`config.mk`:
```
export PLATFORM = sky130hd
export DESIGN_NAME = sc_randomgen
export DESIGN_NICKNAME = d
export VERILOG_FILES = /design/src/rtl/sc_randomgen.sv
export SDC_FILE = /design/constraint.sdc
export NUM_CORES = 1
export LEC_CHECK = 0
export CORE_MARGIN = 3
export CORE_UTILIZATION = 40
export CTS_CLUSTER_SIZE = 24
export DETAILED_ROUTE_END_ITERATION = 10
export PLACE_DENSITY_LB_ADDON = 0.12
export SLEW_MARGIN = 20
export SYNTH_ARGS = -nofsm -noshare
export SYNTH_HDL_FRONTEND = slang
export SYNTH_SLANG_ARGS = --single-unit
```
`constraint.sdc`:
```
create_clock -name SC_RANDOMGEN_CLOCK_50 -period 2.2 [get_ports SC_RANDOMGEN_CLOCK_50]
set_clock_uncertainty 0.15 [all_clocks]
set_input_delay 0.22 -clock SC_RANDOMGEN_CLOCK_50 [delete_from_list [all_inputs] [get_ports SC_RANDOMGEN_CLOCK_50]]
set_output_delay 0.22 -clock SC_RANDOMGEN_CLOCK_50 [all_outputs]
set_load 0.05 [all_outputs]
```
`src/rtl/sc_randomgen.sv`:
```
// sc_randomgen: free-running 8-bit Galois LFSR random source.
// A seed request loads a (nonzero) seed. A level run request steps the LFSR
// once every RANDOMGEN_PRESCALE clock edges. Each newly produced value is
// flagged by a one-cycle valid pulse.
//
// Handshake: valid_Out is a registered, single-cycle strobe. It is high for
// exactly the cycle in which data_OutBUS holds a value that was just loaded
// or stepped. There is no back-pressure, so a consumer must accept on valid.
module sc_randomgen #(
  parameter int                               RANDOMGEN_DATAWIDTH = 8,
  parameter logic [RANDOMGEN_DATAWIDTH-1:0]   RANDOMGEN_TAPS      = 8'hB8,
  parameter logic [RANDOMGEN_DATAWIDTH-1:0]   RANDOMGEN_SEED      = 8'hA5,
  parameter int                               RANDOMGEN_PRESCALE  = 4
) (
  input  logic                           SC_RANDOMGEN_CLOCK_50,
  input  logic                           SC_RANDOMGEN_RESET_InHigh,
  input  logic                           SC_RANDOMGEN_run_InLow,
  input  logic                           SC_RANDOMGEN_seed_InLow,
  input  logic [RANDOMGEN_DATAWIDTH-1:0] SC_RANDOMGEN_seed_InBUS,
  output logic [RANDOMGEN_DATAWIDTH-1:0] SC_RANDOMGEN_data_OutBUS,
  output logic                           SC_RANDOMGEN_valid_Out,
  output logic                           SC_RANDOMGEN_busy_Out,
  output logic [1:0]                     SC_RANDOMGEN_state_dbg_o
);

  // Prescaler is at least one bit wide so PRESCALE=1 still elaborates.
  localparam int PW = (RANDOMGEN_PRESCALE > 1) ? $clog2(RANDOMGEN_PRESCALE) : 1;
  localparam logic [PW-1:0] PRESC_LAST = PW'(RANDOMGEN_PRESCALE - 1);

  typedef enum logic [1:0] {
    ST_IDLE = 2'd0,
    ST_RUN  = 2'd1,
    ST_LOAD = 2'd2
  } state_t;

  state_t                           state_q;
  logic [PW-1:0]                    presc_q;
  logic [RANDOMGEN_DATAWIDTH-1:0]   data_q;
  logic                             valid_q;
  logic                             busy_q;

  logic [RANDOMGEN_DATAWIDTH-1:0]   lfsr_next;
  logic [RANDOMGEN_DATAWIDTH-1:0]   seed_sel;
  logic                             seed_req;
  logic                             run_req;

  assign seed_req = ~SC_RANDOMGEN_seed_InLow;
  assign run_req  = ~SC_RANDOMGEN_run_InLow;

  // Galois step and zero-seed substitution; a zero value would lock the LFSR.
  always_comb begin
    lfsr_next = data_q >> 1;
    if (data_q[0]) begin
      lfsr_next = (data_q >> 1) ^ RANDOMGEN_TAPS;
    end
    seed_sel = SC_RANDOMGEN_seed_InBUS;
    if (SC_RANDOMGEN_seed_InBUS == '0) begin
      seed_sel = RANDOMGEN_SEED;
    end
  end

  // Control FSM with registered data, valid and busy outputs.
  // A seed request beats run in every state. Reset beats both.
  always_ff @(posedge SC_RANDOMGEN_CLOCK_50) begin
    if (SC_RANDOMGEN_RESET_InHigh) begin
      state_q <= ST_IDLE;
      presc_q <= '0;
      data_q  <= RANDOMGEN_SEED;
      valid_q <= 1'b0;
      busy_q  <= 1'b0;
    end else if (seed_req) begin
      state_q <= ST_LOAD;
      presc_q <= '0;
      data_q  <= seed_sel;
      valid_q <= 1'b1;
      busy_q  <= 1'b0;
    end else begin
      valid_q <= 1'b0;
      case (state_q)
        ST_IDLE: begin
          presc_q <= '0;
          if (run_req) begin
            state_q <= ST_RUN;
            busy_q  <= 1'b1;
          end else begin
            busy_q  <= 1'b0;
          end
        end
        ST_RUN: begin
          if (!run_req) begin
            // Leaving RUN discards any partial prescale count.
            state_q <= ST_IDLE;
            presc_q <= '0;
            busy_q  <= 1'b0;
          end else if (presc_q == PRESC_LAST) begin
            presc_q <= '0;
            data_q  <= lfsr_next;
            valid_q <= 1'b1;
            busy_q  <= 1'b1;
          end else begin
            presc_q <= presc_q + 1'b1;
            busy_q  <= 1'b1;
          end
        end
        ST_LOAD: begin
          presc_q <= '0;
          if (run_req) begin
            state_q <= ST_RUN;
            busy_q  <= 1'b1;
          end else begin
            state_q <= ST_IDLE;
            busy_q  <= 1'b0;
          end
        end
        default: begin
          state_q <= ST_IDLE;
          presc_q <= '0;
          busy_q  <= 1'b0;
        end
      endcase
    end
  end

  assign SC_RANDOMGEN_data_OutBUS = data_q;
  assign SC_RANDOMGEN_valid_Out   = valid_q;
  assign SC_RANDOMGEN_busy_Out    = busy_q;
  assign SC_RANDOMGEN_state_dbg_o = state_q;

endmodule

```
==> results of run 1 <==
-- flip-flops by register name (all words and copies together) (netlist names) --
signal	cells
SC_RANDOMGEN_data_OutBUS	8
SC_RANDOMGEN_state_dbg_o	2
presc_q	2
SC_RANDOMGEN_busy_Out	1
SC_RANDOMGEN_valid_Out	1
-- final cells by class --
class	count	area, µm²	area share
Inverter	1	3.754	0.004021
Clock buffer	4	36.28	0.03887
Tap cell	16	20.02	0.02145
Timing Repair Buffer	24	237.7	0.2547
Sequential cell	14	280.3	0.3003
Multi-Input combinational cell	49	355.3	0.3807
-- where the power goes --
group	internal, mW	switching (mW)
logic	0.0573	0.0766
registers	0.266	0.0119
clock network	0.100	0.0812
-- worst register-to-register path: stages (launching register included) --
cell and delay (ns):
dfxtp_1 0.34, ha_1 0.21, and4bb_1 0.42, nand3b_1 0.13
a31o_1 0.25
-- cells in the final DEF, fill, tap and decap left out, types with 2 or more instances in the layout --
cell type and instances:
clkdlybuf4s50_1 23, dfxtp_1 14, nand2_1 6, nor2_1 5, a21oi_1 3, a211oi_1 3
xor2_1 3, a21boi_0 3, a31oi_1 3, o21ai_1 3, clkbuf_4 3, nor4_1 2
a311oi_2 2, nor4_2 2, nand2b_1 2, nand3b_1 2
-- routing by layer --
layer	up-vias	global-route usage	routed length [µm]
met1	268	0.1854	683
met5	-	0	0
met4	0	0.04972	12
li1	302	-	-
met3	2	0.03448	59
met2	13	0.2249	657
-- path summary, 6_finish.rpt --
kind	from	to	slack (ns)	cells after the start
worst min register to register	presc_q[0]	presc_q[0]	0.28	1
worst max register to register	presc_q[0]	SC_RANDOMGEN_data_OutBUS[2]	0.62	4
worst min-delay path	presc_q[0]	presc_q[0]	0.28	1
worst max-delay path	SC_RANDOMGEN_data_OutBUS[0]	SC_RANDOMGEN_data_OutBUS[0]	0.22	1
-- cells by family after synthesis --
group	share of synthesized area
adder cells (fa/ha/maj)	0.01869
buffers and inverters	0.05045
AND/OR/NAND/NOR	0.2149
multiplexers	0.01495
XOR/XNOR	0.03926
flip-flops	0.4187
AO/OA/AOI/OAI	0.2430
==> run_results.csv, run 1 <==
group,metric,value,unit
run_status,status,"complete, no violations",
clocking,clk_pin_slew,0.09,ns
synthesis,synth-edff-count,0,
route,final_antenna_net_count,0,
worst_setup_path,worstPathMaxFanout,6,
worst_setup_path,endpoint_kind,"output pin",
placement,place_congestion,0.7642,
sta,rsz0062_at_grt,"false",
power_and_ir_drop,irDropWorstVdd,0.3461,mV
clocking,ctsResizeCount,0,
clocking,ctsHtreeMaxLevel,1,
synthesis,syn_area_per_cell,9.701,µm²
sta,period_needed,1.982,ns
finish,utilization,0.6055,
route,vias,585,
worst_setup_path,cp_slowest_cell,"clkdlybuf4s50_1",
placement,hpwl,1048,µm
clocking,cts_sinks,14,
synthesis,yosysTopAreaCell,"dfxtp_1",
global_route,grt_max_degree,21,
worst_setup_path,critPathKind,"reg2out",
synthesis,yosysUniqueCellTypes,28,
synthesis,syn_inst,69,
worst_setup_path,path_cells,"clkdlybuf4s50_1",
synthesis,synth-seq-cells,14,
floorplan,rows,14,
synthesis,synth_flop_cell,"dfxtp_1",
global_route,grt_use_total,0.1413,
finish,drive_above_1_share,0.1196,
worst_setup_path,setup.worst_path.start_class,"flip-flop",
finish,fin_cells,108,
sta,final_hold_viol_count,0,
global_route,grt_overflow,0,
route,drc,0,
synthesis,synth.most_common_cell,"dfxtp_1",
sta,setup_viol,0,
placement,dpl_worst_slack,0.3978,ns
synthesis,synth_nets,82,
synthesis,synth_top_cells_by_count,"dfxtp_1, nand2_1, nor2_1",
route,wire_per_inst,13.08,µm
worst_setup_path,path_delay_family,"buffers and inverters",
floorplan,dieArea,2201,µm²
hold_path,hold_path.class,"reg2reg",
worst_setup_path,crit_buf_inv,1,
floorplan,die_height,46.91,µm
floorplan,core,1541,µm²
finish,diodes,0,
clocking,numCtsBuffers,3,
sta,slew_violations,0,
finish,final_nets,106,
sta,fin_crit_sh,0.9010,
synthesis,syn-cell-area,669.4,µm²
floorplan,initial_core_util,0.4343,
worst_setup_path,worst-endpoint-arrival,1.61,ns
floorplan,die_w,46.91,µm
global_route,antenna_found_initial,0,
power_and_ir_drop,p_per_area,635.8,nW/µm²
sta,maxSlewHeadroom,0.5870,
route,vias_per_cell,5.417,
power_and_ir_drop,p_total,0.5934,mW
clocking,clock_latency,0.27,ns
sta,tightest_slew,0.6175,ns
synthesis,ys_seq_area_frac,0.4187,
clocking,ctsHoldBuffers,0,
finish,area_delta_synth_final,39.44,%
clocking,root_buffer,"clkbuf_4",
synthesis,synth_top_area_frac,0.4187,
placement,io_buffers,23,
placement,place_area,897.1,µm²
finish,fill_cells,151,
route,dr.pass1.iters,4,
sta,layout_setup_ws,0.2178,ns
clocking,post_cts_buffers,0,
power_and_ir_drop,p_leak,0.3282,nW
synthesis,async_flop_share,0,
route,wirelength,1413,µm
floorplan,num_io_pins,24,
sta,hold_ws,0.2789,ns
sta,tns,0,ns
route,first_iter_violations,10,
global_route,grt_pass1_wl,2214,µm
synthesis,yosys_warnings,0,
finish,fin_area,933.4,µm²
clocking,cts_tree,"done",
worst_setup_path,cp.required,1.83,ns
sta,max_freq,0.5045,GHz
clocking,clk_path_buf_depth,2,
synthesis,ys_top_cells_by_area,"dfxtp_1, a311oi_2, xor2_1",
placement,dp_cells,104,
flow_run,maxCapViolCount,0,
worst_setup_path,critPathMaxStageDelay,0.86,ns
global_route,grt_pass1_vias,515,
Power figures use the tool's default switching activity.
==> run 2: changes to the inputs <==
Settings changed: CORE_UTILIZATION 40 to 45.
Clock period 2.2 ns to 2.35 ns, I/O delays scaled along.
==> run 2 against run 1 <==
Effect of this change:
- worst hold slack better by 0.029 ns
- register-to-register slack better by 0.11 ns
- final area down 0.94%
- clock power down 3%
- clock-buffer cell count unchanged
- wire length up 8.1%
- cell count down 1.9%
- critical endpoint unchanged
- highest routed layer unchanged
==> run_results.csv, run 2 (synthesis gave the netlist of run 1 again) <==
group,metric,value,unit
run_status,status,"complete, no violations",
route,dr.pass1.iters,4,
floorplan,die_height,44.57,µm
placement,io_buffers,23,
finish,multi_input_area,355.3,µm²
global_route,antenna_found_initial,0,
sta,tns,0,ns
floorplan,core,1350,µm²
flow_run,maxCapViolCount,0,
sta,fin_crit_sh,0.8470,
hold_path,hold_path.class,"reg2reg",
route,vias,600,
power_and_ir_drop,irDropWorstVdd,0.3461,mV
worst_setup_path,crit_buf_inv,1,
floorplan,initial_core_util,0.4958,
worst_setup_path,critPathMaxStageDelay,0.85,ns
sta,slew_violations,0,
placement,dp_cells,102,
finish,utilization,0.6849,
clocking,clk_path_buf_depth,2,
placement,hpwl,1094,µm
clocking,clock_latency,0.29,ns
worst_setup_path,cp.required,1.97,ns
sta,final_hold_viol_count,0,
finish,diodes,0,
clocking,clk_pin_slew,0.09,ns
power_and_ir_drop,p_per_area,606.9,nW/µm²
clocking,root_buffer,"clkbuf_4",
finish,fill_cells,122,
worst_setup_path,cp_slowest_cell,"clkdlybuf4s50_1",
worst_setup_path,path_delay_family,"buffers and inverters",
finish,final_cell_mix,"clkdlybuf4s50_1, dfxtp_1, nand2_1",
clocking,ctsResizeCount,0,
worst_setup_path,endpoint_kind,"output pin",
floorplan,rows,13,
clocking,ctsHtreeMaxLevel,1,
finish,seqCellArea,280.3,µm²
clocking,post_cts_buffers,0,
worst_setup_path,worst-endpoint-arrival,1.61,ns
global_route,grt_pass1_vias,496,
finish,area_delta_synth_final,38.13,%
route,final_antenna_net_count,0,
sta,maxSlewHeadroom,0.5230,
route,drc,0,
global_route,grt_overflow,0,
finish,drive_above_1_share,0.1099,
sta,rsz0062_at_grt,"false",
worst_setup_path,worstPathMaxFanout,6,
placement,place_congestion,0.7904,
global_route,grt_max_degree,22,
clocking,numCtsBuffers,3,
sta,period_needed,1.990,ns
worst_setup_path,path_cells,"clkdlybuf4s50_1",
worst_setup_path,critPathKind,"reg2out",
floorplan,die_w,44.57,µm
finish,final_nets,105,
finish,largest_reg_flops,8,
finish,fin_cells,106,
worst_setup_path,setup.worst_path.start_class,"flip-flop",
global_route,grt_use_total,0.1653,
placement,dpl_worst_slack,0.3766,ns
floorplan,dieArea,1986,µm²
sta,setup_viol,0,
route,wirelength,1528,µm
clocking,cts_tree,"done",
power_and_ir_drop,p_leak,0.3233,nW
clocking,cts_sinks,14,
sta,max_freq,0.5024,GHz
floorplan,num_io_pins,24,
clocking,ctsHoldBuffers,0,
sta,layout_setup_ws,0.3597,ns
route,wire_per_inst,14.42,µm
finish,mostFrequentLayoutCell,"clkdlybuf4s50_1",
global_route,grt_pass1_wl,2325,µm
route,first_iter_violations,5,
sta,tightest_slew,0.7132,ns
route,vias_per_cell,5.660,
-- run 2: cell count changes in the layout (fill, tap and decap cells not counted) --
cell   previous run  this run
buf_4             1         0
-- run 2: cell type report --
class                      count  area share
clock buffer                   4     0.03924
inverter                       1    0.004060
multi-input combinational     49      0.3843
sequential                    14      0.3031
tap                           15     0.02030
timing repair buffer          23      0.2490
-- run 2: final timing paths --
kind	end	slack, ns	start	cells after the start
max reg2reg	SC_RANDOMGEN_data_OutBUS[2]	0.73	presc_q[0]	4
max	SC_RANDOMGEN_data_OutBUS[0]	0.36	SC_RANDOMGEN_data_OutBUS[0]	1
min	presc_q[0]	0.31	presc_q[0]	1
min reg2reg	presc_q[0]	0.31	presc_q[0]	1
-- run 2: routing by layer --
metal	wire length, µm	part of all wire	track usage	up-vias
met5	0	0	0	-
met4	31	0.020	0.1084	0
met3	96	0.063	0.04065	4
met2	656	0.43	0.2292	21
met1	743	0.49	0.2230	275
li1	-	-	-	300
-- run 2: stage by stage --
stage          instance area [µm²]  hold slack, ns  power, mW
6_report                     924.6          0.3077     0.5611
5_1_grt                      924.6          0.3602     0.5813
3_3_place_gp                 888.4          0.2638     0.3890
2_1_floorplan                669.4          0.1936     0.3397
4_1_cts                      924.6          0.3225     0.5664
3_5_place_dp                 888.4          0.3106     0.3898
-- run 2: power by group --
part / internal (mW) / switching [mW] / total, mW / leakage (nW)
registers: 0.249 / 0.0114 / 0.261 / 0.116
clock network: 0.0944 / 0.0822 / 0.177 / 0.0210
logic: 0.0526 / 0.0714 / 0.124 / 0.187
total: 0.396 / 0.165 / 0.561 / 0.323
